==> src/rtl/iec_line_filter.sv <==
`default_nettype none
// ============================================================================
//  Module   : iec_line_filter
//  Purpose  : Multi-channel conditioner for asynchronous serial-bus lines.
//             Each channel runs a synchroniser chain, a ce-paced stability
//             filter, registered rise/fall strobes and a sticky change flag.
//  Revision : 1.0  initial release
// ============================================================================
module iec_line_filter #(
   parameter int                    CHANNELS  = 4,
   parameter int                    STAGES    = 2,
   parameter int                    STABLE    = 1,
   parameter logic [CHANNELS-1:0]   RESET_VAL = '1
) (
   input  logic                clk,
   input  logic                reset,
   input  logic                ce,
   input  logic [CHANNELS-1:0] in,
   output logic [CHANNELS-1:0] out,
   output logic [CHANNELS-1:0] rise,
   output logic [CHANNELS-1:0] fall,
   output logic [CHANNELS-1:0] evt,
   input  logic [CHANNELS-1:0] evt_clr
);

   // Counter only needs to reach STABLE-1; keep at least one bit.
   localparam int             CNT_W   = (STABLE > 1) ? $clog2(STABLE) : 1;
   localparam logic [CNT_W-1:0] CNT_MAX = CNT_W'(STABLE - 1);

   generate
      for (genvar ch = 0; ch < CHANNELS; ch++) begin : g_ch
         logic [STAGES-1:0] sync_q, sync_d;
         logic              prev_q, prev_d;
         logic [CNT_W-1:0]  cnt_q,  cnt_d;
         logic              out_q,  out_d;
         logic              rise_q, rise_d;
         logic              fall_q, fall_d;
         logic              evt_q,  evt_d;
         logic              s;

         // Last synchroniser stage is the sample the filter works on.
         assign s = sync_q[STAGES-1];

         // Next-state logic: shift the synchroniser every clk, filter on ce.
         always_comb begin
            sync_d = {sync_q[STAGES-2:0], in[ch]};
            prev_d = prev_q;
            cnt_d  = cnt_q;
            out_d  = out_q;
            if (ce) begin
               prev_d = s;
               if (s != prev_q) begin
                  cnt_d = '0;
               end else if (cnt_q == CNT_MAX) begin
                  out_d = s;
               end else begin
                  cnt_d = cnt_q + 1'b1;
               end
            end
            // Strobes and the sticky flag are derived from the out update so
            // they land in the same cycle the filtered level moves.
            rise_d = out_d & ~out_q;
            fall_d = ~out_d & out_q;
            evt_d  = (evt_q & ~evt_clr[ch]) | (out_d ^ out_q);
         end

         // State registers; reset loads the idle bus level into sample state.
         always_ff @(posedge clk or posedge reset) begin
            if (reset) begin
               sync_q <= {STAGES{RESET_VAL[ch]}};
               prev_q <= RESET_VAL[ch];
               cnt_q  <= '0;
               out_q  <= RESET_VAL[ch];
               rise_q <= 1'b0;
               fall_q <= 1'b0;
               evt_q  <= 1'b0;
            end else begin
               sync_q <= sync_d;
               prev_q <= prev_d;
               cnt_q  <= cnt_d;
               out_q  <= out_d;
               rise_q <= rise_d;
               fall_q <= fall_d;
               evt_q  <= evt_d;
            end
         end

         assign out[ch]  = out_q;
         assign rise[ch] = rise_q;
         assign fall[ch] = fall_q;
         assign evt[ch]  = evt_q;
      end
   endgenerate

endmodule
`default_nettype wire

==> config.mk <==
export PLATFORM = sky130hd
export DESIGN_NAME = iec_line_filter
export DESIGN_NICKNAME = d
export VERILOG_FILES = /design/src/rtl/iec_line_filter.sv
export SDC_FILE = /design/constraint.sdc
export NUM_CORES = 1
export LEC_CHECK = 0
export BUFFER_PORTS_ARGS = -buffer_cell sky130_fd_sc_hd__buf_4
export CAP_MARGIN = 20
export CORE_ASPECT_RATIO = 0.7
export CORE_UTILIZATION = 55
export CTS_BUF_LIST = sky130_fd_sc_hd__clkbuf_2 sky130_fd_sc_hd__clkbuf_4 sky130_fd_sc_hd__clkbuf_8
export CTS_CLUSTER_SIZE = 12
export DETAILED_ROUTE_END_ITERATION = 10
export PLACE_DENSITY_LB_ADDON = 0.12
export SLEW_MARGIN = 30
export SYNTH_ARGS = -nofsm -noshare
export SYNTH_HDL_FRONTEND = slang
export SYNTH_SLANG_ARGS = --single-unit
==> constraint.sdc <==
create_clock -name clk -period 2.5 [get_ports clk]
set_clock_uncertainty 0.15 [all_clocks]
set_input_delay 0.25 -clock clk [delete_from_list [all_inputs] [get_ports clk]]
set_output_delay 0.25 -clock clk [all_outputs]
set_load 0.03 [all_outputs]
# After elaboration in Yosys (flattened, before gate mapping)
# Index checks and enable logic that the tools add are counted.
# Widths: inputs -> output; s select.
# totals
register_bits,32
latchBits,0
ramBits,0
romBits,0
input_bits,11
output_inout_bits,16
word_cells,88
n_memories,0
# classes
n_addsub,4
mul,0
div,0
order_cmp,0
n_eq_ne,4
n_shift,0
muxes,20
bitwise,32
reduce_logical,0
# op_table
cell,count
$mux 1,20
$and 1x1->1,12
$not 1->1,12
$add 1x1->1 const B,4
$ne 1x1->1,4
$or 1x1->1,4
$xor 1x1->1,4

# Longest topological paths before layout
# depth
word_depth,5
ltp_mapped,5
mapped_depth_nobuf,4

# Least setup slack after synthesis
# OpenSTA, ideal clock, no wires.
# synth_path
path_type,register -> register
from,register g_ch[0].sync_q[1]
to,register g_ch[0].evt_q
arrival_time_ns,1.110
slack_ns,1.158
path_stages_with_launch,5
n_path_buf,0
path_cell_list,dfstp_2 and2b_1 o22ai_1 ha_1 o21ai_0
# synth_between
elab_chain_cells,5
elab_cells_between_ends,6
classes_between,eq/ne (1); mux (3); bitwise (2)
# synth_lines
item,line,source
"start, declared",32,"logic [STAGES-1:0] sync_q, sync_d;"
"start signal, assigned",70,sync_q <= {STAGES{RESET_VAL[ch]}};
"start signal, assigned",78,sync_q <= sync_d;
$mux 1 / $ne 1x1->1 (equally long branches),"54, 52",
$mux 1 (*),52,if (s != prev_q) begin
$mux 1 (*),50,if (ce) begin
$xor 1x1->1 (*),64,evt_d = (evt_q & ~evt_clr[ch]) | (out_d ^ out_q);
$or 1x1->1 (*),64,
named net g_ch[0].evt_d,38,"logic evt_q, evt_d;"
"end signal, assigned",84,evt_q <= evt_d;
"end, declared",38,
# Mark *: on every way through the listed nets, which the timed path passes. The rest lies on a longest branch.
# A chain may end at the register's enable or synchronous reset.

# Worst setup path in the final report
# layout_path
from,register g_ch[3].out_q
to,output out[3]
# layout_rtl
item,line,source
"start, declared",35,"logic out_q, out_d;"
"start signal, assigned",73,out_q <= RESET_VAL[ch];
"start signal, assigned",81,out_q <= out_d;
"end, declared",19,"output logic [CHANNELS-1:0] out,"
# No word-level cell between the ends.

==> impl_metrics.ini <==
[setup_path]
cp_top_family = flip-flops
worstSetupPathType = reg2out
rr_startpoint = g_ch[0].sync_q[1]
cp.arrival_ps = 1070
regToRegEndpoint = g_ch[0].evt_q
path_max_fanout = 4
r2r_slack_ps = 1080
end_kind = output port
cpPeakStageDelay_ps = 590
path_cells = buf_4
crit_end = out[3]
cp_num_buf_inv = 1
cp.required_ps = 2100
crit_slowest_cell = dfstp_2
cp.depth = 1
crit_path_start = g_ch[3].out_q
start_kind = register
reg2reg_depth = 4

[power]
switchingPower_w = 0.0003646
power.total_w = 0.001200
p_seq_share_pct = 48.0
p_leak_nw = 0.6964
powerDensity_mw_per_mm2 = 867.7
combPwrFrac_pct = 28.1
ir_worst_vdd_mv = 0.7416
power.internal_w = 0.0008351
pwr-share-clk_pct = 23.9
switching_share_pct = 30.39

[cells_and_area]
seqCellArea_um2 = 720.7
final_cell_mix = buf_4, dfstp_2, inv_1
syn_to_final_growth_pct = 21.16
antennaDiodeCount = 0
nets = 133
num-fill-cells = 130
drive_gt1_share_pct = 43.59
layout.cells.most_common = buf_4
fin_area_mm2 = 0.001383
multi_input_area_um2 = 240.2

[grt]
antenna_found_initial = 0
grt_max_degree = 29
grt_pass1_wl_um = 2332
overflow = 0
grt_pass1_vias = 555
grt_usage_pct = 14.36

[synthesis]
ys.flop_type = dfstp_2
syn_nets = 109
synthesis.area_mm2 = 0.001141
yosysSeqAreaShare_pct = 63.16
postSynthCellCount = 94
yosysWarningCount = 0
synth_seq_cells = 28
synth.top_cell.area_share_pct = 36.84
yosysTopAreaCell = dfstp_2
ys_types = 14
syn-mean-instance-area_um2 = 12.14
synthArstFlopShare_pct = 100.0
synth_edf_count = 0
synth.area.top_cells = dfstp_2, dfrtp_1, buf_4, ha_1, o22ai_1

[placed_design]
dp_slack_ps = 1106
gp_congestion = 0.7506
port_buffers = 26
detailed_place_hpwl_um = 964.5
dpl-instance-area_mm2 = 0.001240

[die]
dieHeight_um = 40.11
ios = 27
die_w_um = 56.44
fp-row-count = 13
core_area_mm2 = 0.001903
dieArea_mm2 = 0.002264
start_util_pct = 59.96

[sta]
slew_viol_final = 0
setup_ws_ps = 1029
grt_setup_unrepaired = false
holdWs_ps = 43.97
worstMarginPinSlew_ps = 323.9
period_share_pct = 58.83
relSlewSlack_pct = 78.41
final_hold_viol_count = 0
setup_violations = 0
period_needed_ps = 1471
fmax_ghz = 0.6799
fin_tns_setup_ps = 0

[clocking]
cts_tree = built
ctsHoldBuffers = 9
clock-sinks = 28
cts_made_buffers = 3
clock_path_buffers = 2
cts_resized = 0
cts_setup_buffers = 0
clk_pin_slew_ps = 140
cts_root_buf = clkbuf_4
cts-htree-levels = 1
clock_latency_ps = 320

[min_path]
min_path_type = in2reg

[drt]
ant_nets = 0
drt_wl_total_um = 1412
routedWlPerCell_um = 10.16
drc = 0
dr.pass1.iters = 3
drt_iter0_drc = 8
via_count = 681
viasPerCell = 4.899

[run_status]
status = finished, final reports clean

[run]
drv_cap = 0
## layer usage
| metal | track usage, % | part of all wire (%) | up-vias |
|---|---|---|---|
| li1 | - | - | 340 |
| met1 | 16.42 | 43 | 324 |
| met2 | 26.18 | 52 | 15 |
| met3 | 6.774 | 4.7 | 2 |
| met4 | 1.829 | 0.35 | 0 |
| met5 | 0 | 0 | - |
## power groups by stage
stage	clock [W]	combinational (W)	sequential, W
floorplan	0	0.000293	0.000577
global placement	0	0.000323	0.000583
detailed placement	0	0.000329	0.000585
CTS	0.000294	0.000340	0.000577
global route	0.000313	0.000370	0.000587
finish	0.000286	0.000337	0.000576
## sequential cells by signal, indices dropped and copies added (netlist names)
name,cells
g_ch.rise_q,4
g_ch.out_q,4
g_ch.sync_q,8
g_ch.prev_q,4
g_ch.evt_q,4
g_ch.fall_q,4
## kinds of logic after synthesis
| family | share of synthesized area, % |
|---|---|
| AO/OA/AOI/OAI | 10.31 |
| flip-flops | 63.16 |
| adder cells (fa/ha/maj) | 4.386 |
| buffers and inverters | 15.79 |
| AND/OR/NAND/NOR | 6.359 |
## worst min path at each step
stage,endpoint,start,depth (start not counted)
after floorplan,g_ch[0].sync_q[0],in[0],0
after global placement,g_ch[2].evt_q,reset,3
after detailed placement,g_ch[3].evt_q,reset,3
after CTS,g_ch[2].prev_q,ce,2
after global routing,g_ch[2].prev_q,ce,2
final,g_ch[2].prev_q,ce,2
## final cells by class
cell class                      count  share of cell area, %
Tap cell                           22                  1.991
Sequential cell                    28                  52.13
Clock buffer                        3                  1.629
Multi-Input combinational cell     36                  17.38
Inverter                           13                  3.529
Timing Repair Buffer               36                  21.18
Clock inverter                      1                  2.172
## per-stage QoR
step,std cells,utilization [%]
2_1_floorplan,94,-
3_3_place_gp,126,65.15
3_5_place_dp,126,65.15
4_1_cts,139,72.65
5_1_grt,139,72.65
6_report,139,72.65
## synthesized netlist by cell type (4+ instances only)
library cell,n
nand2_1,4
and3_1,4
ha_1,4
dfstp_2,16
dfrtp_1,12
buf_4,16
o21ai_0,8
o22ai_1,8
inv_1,13
No activity file was read; power rests on OpenSTA's default activity.
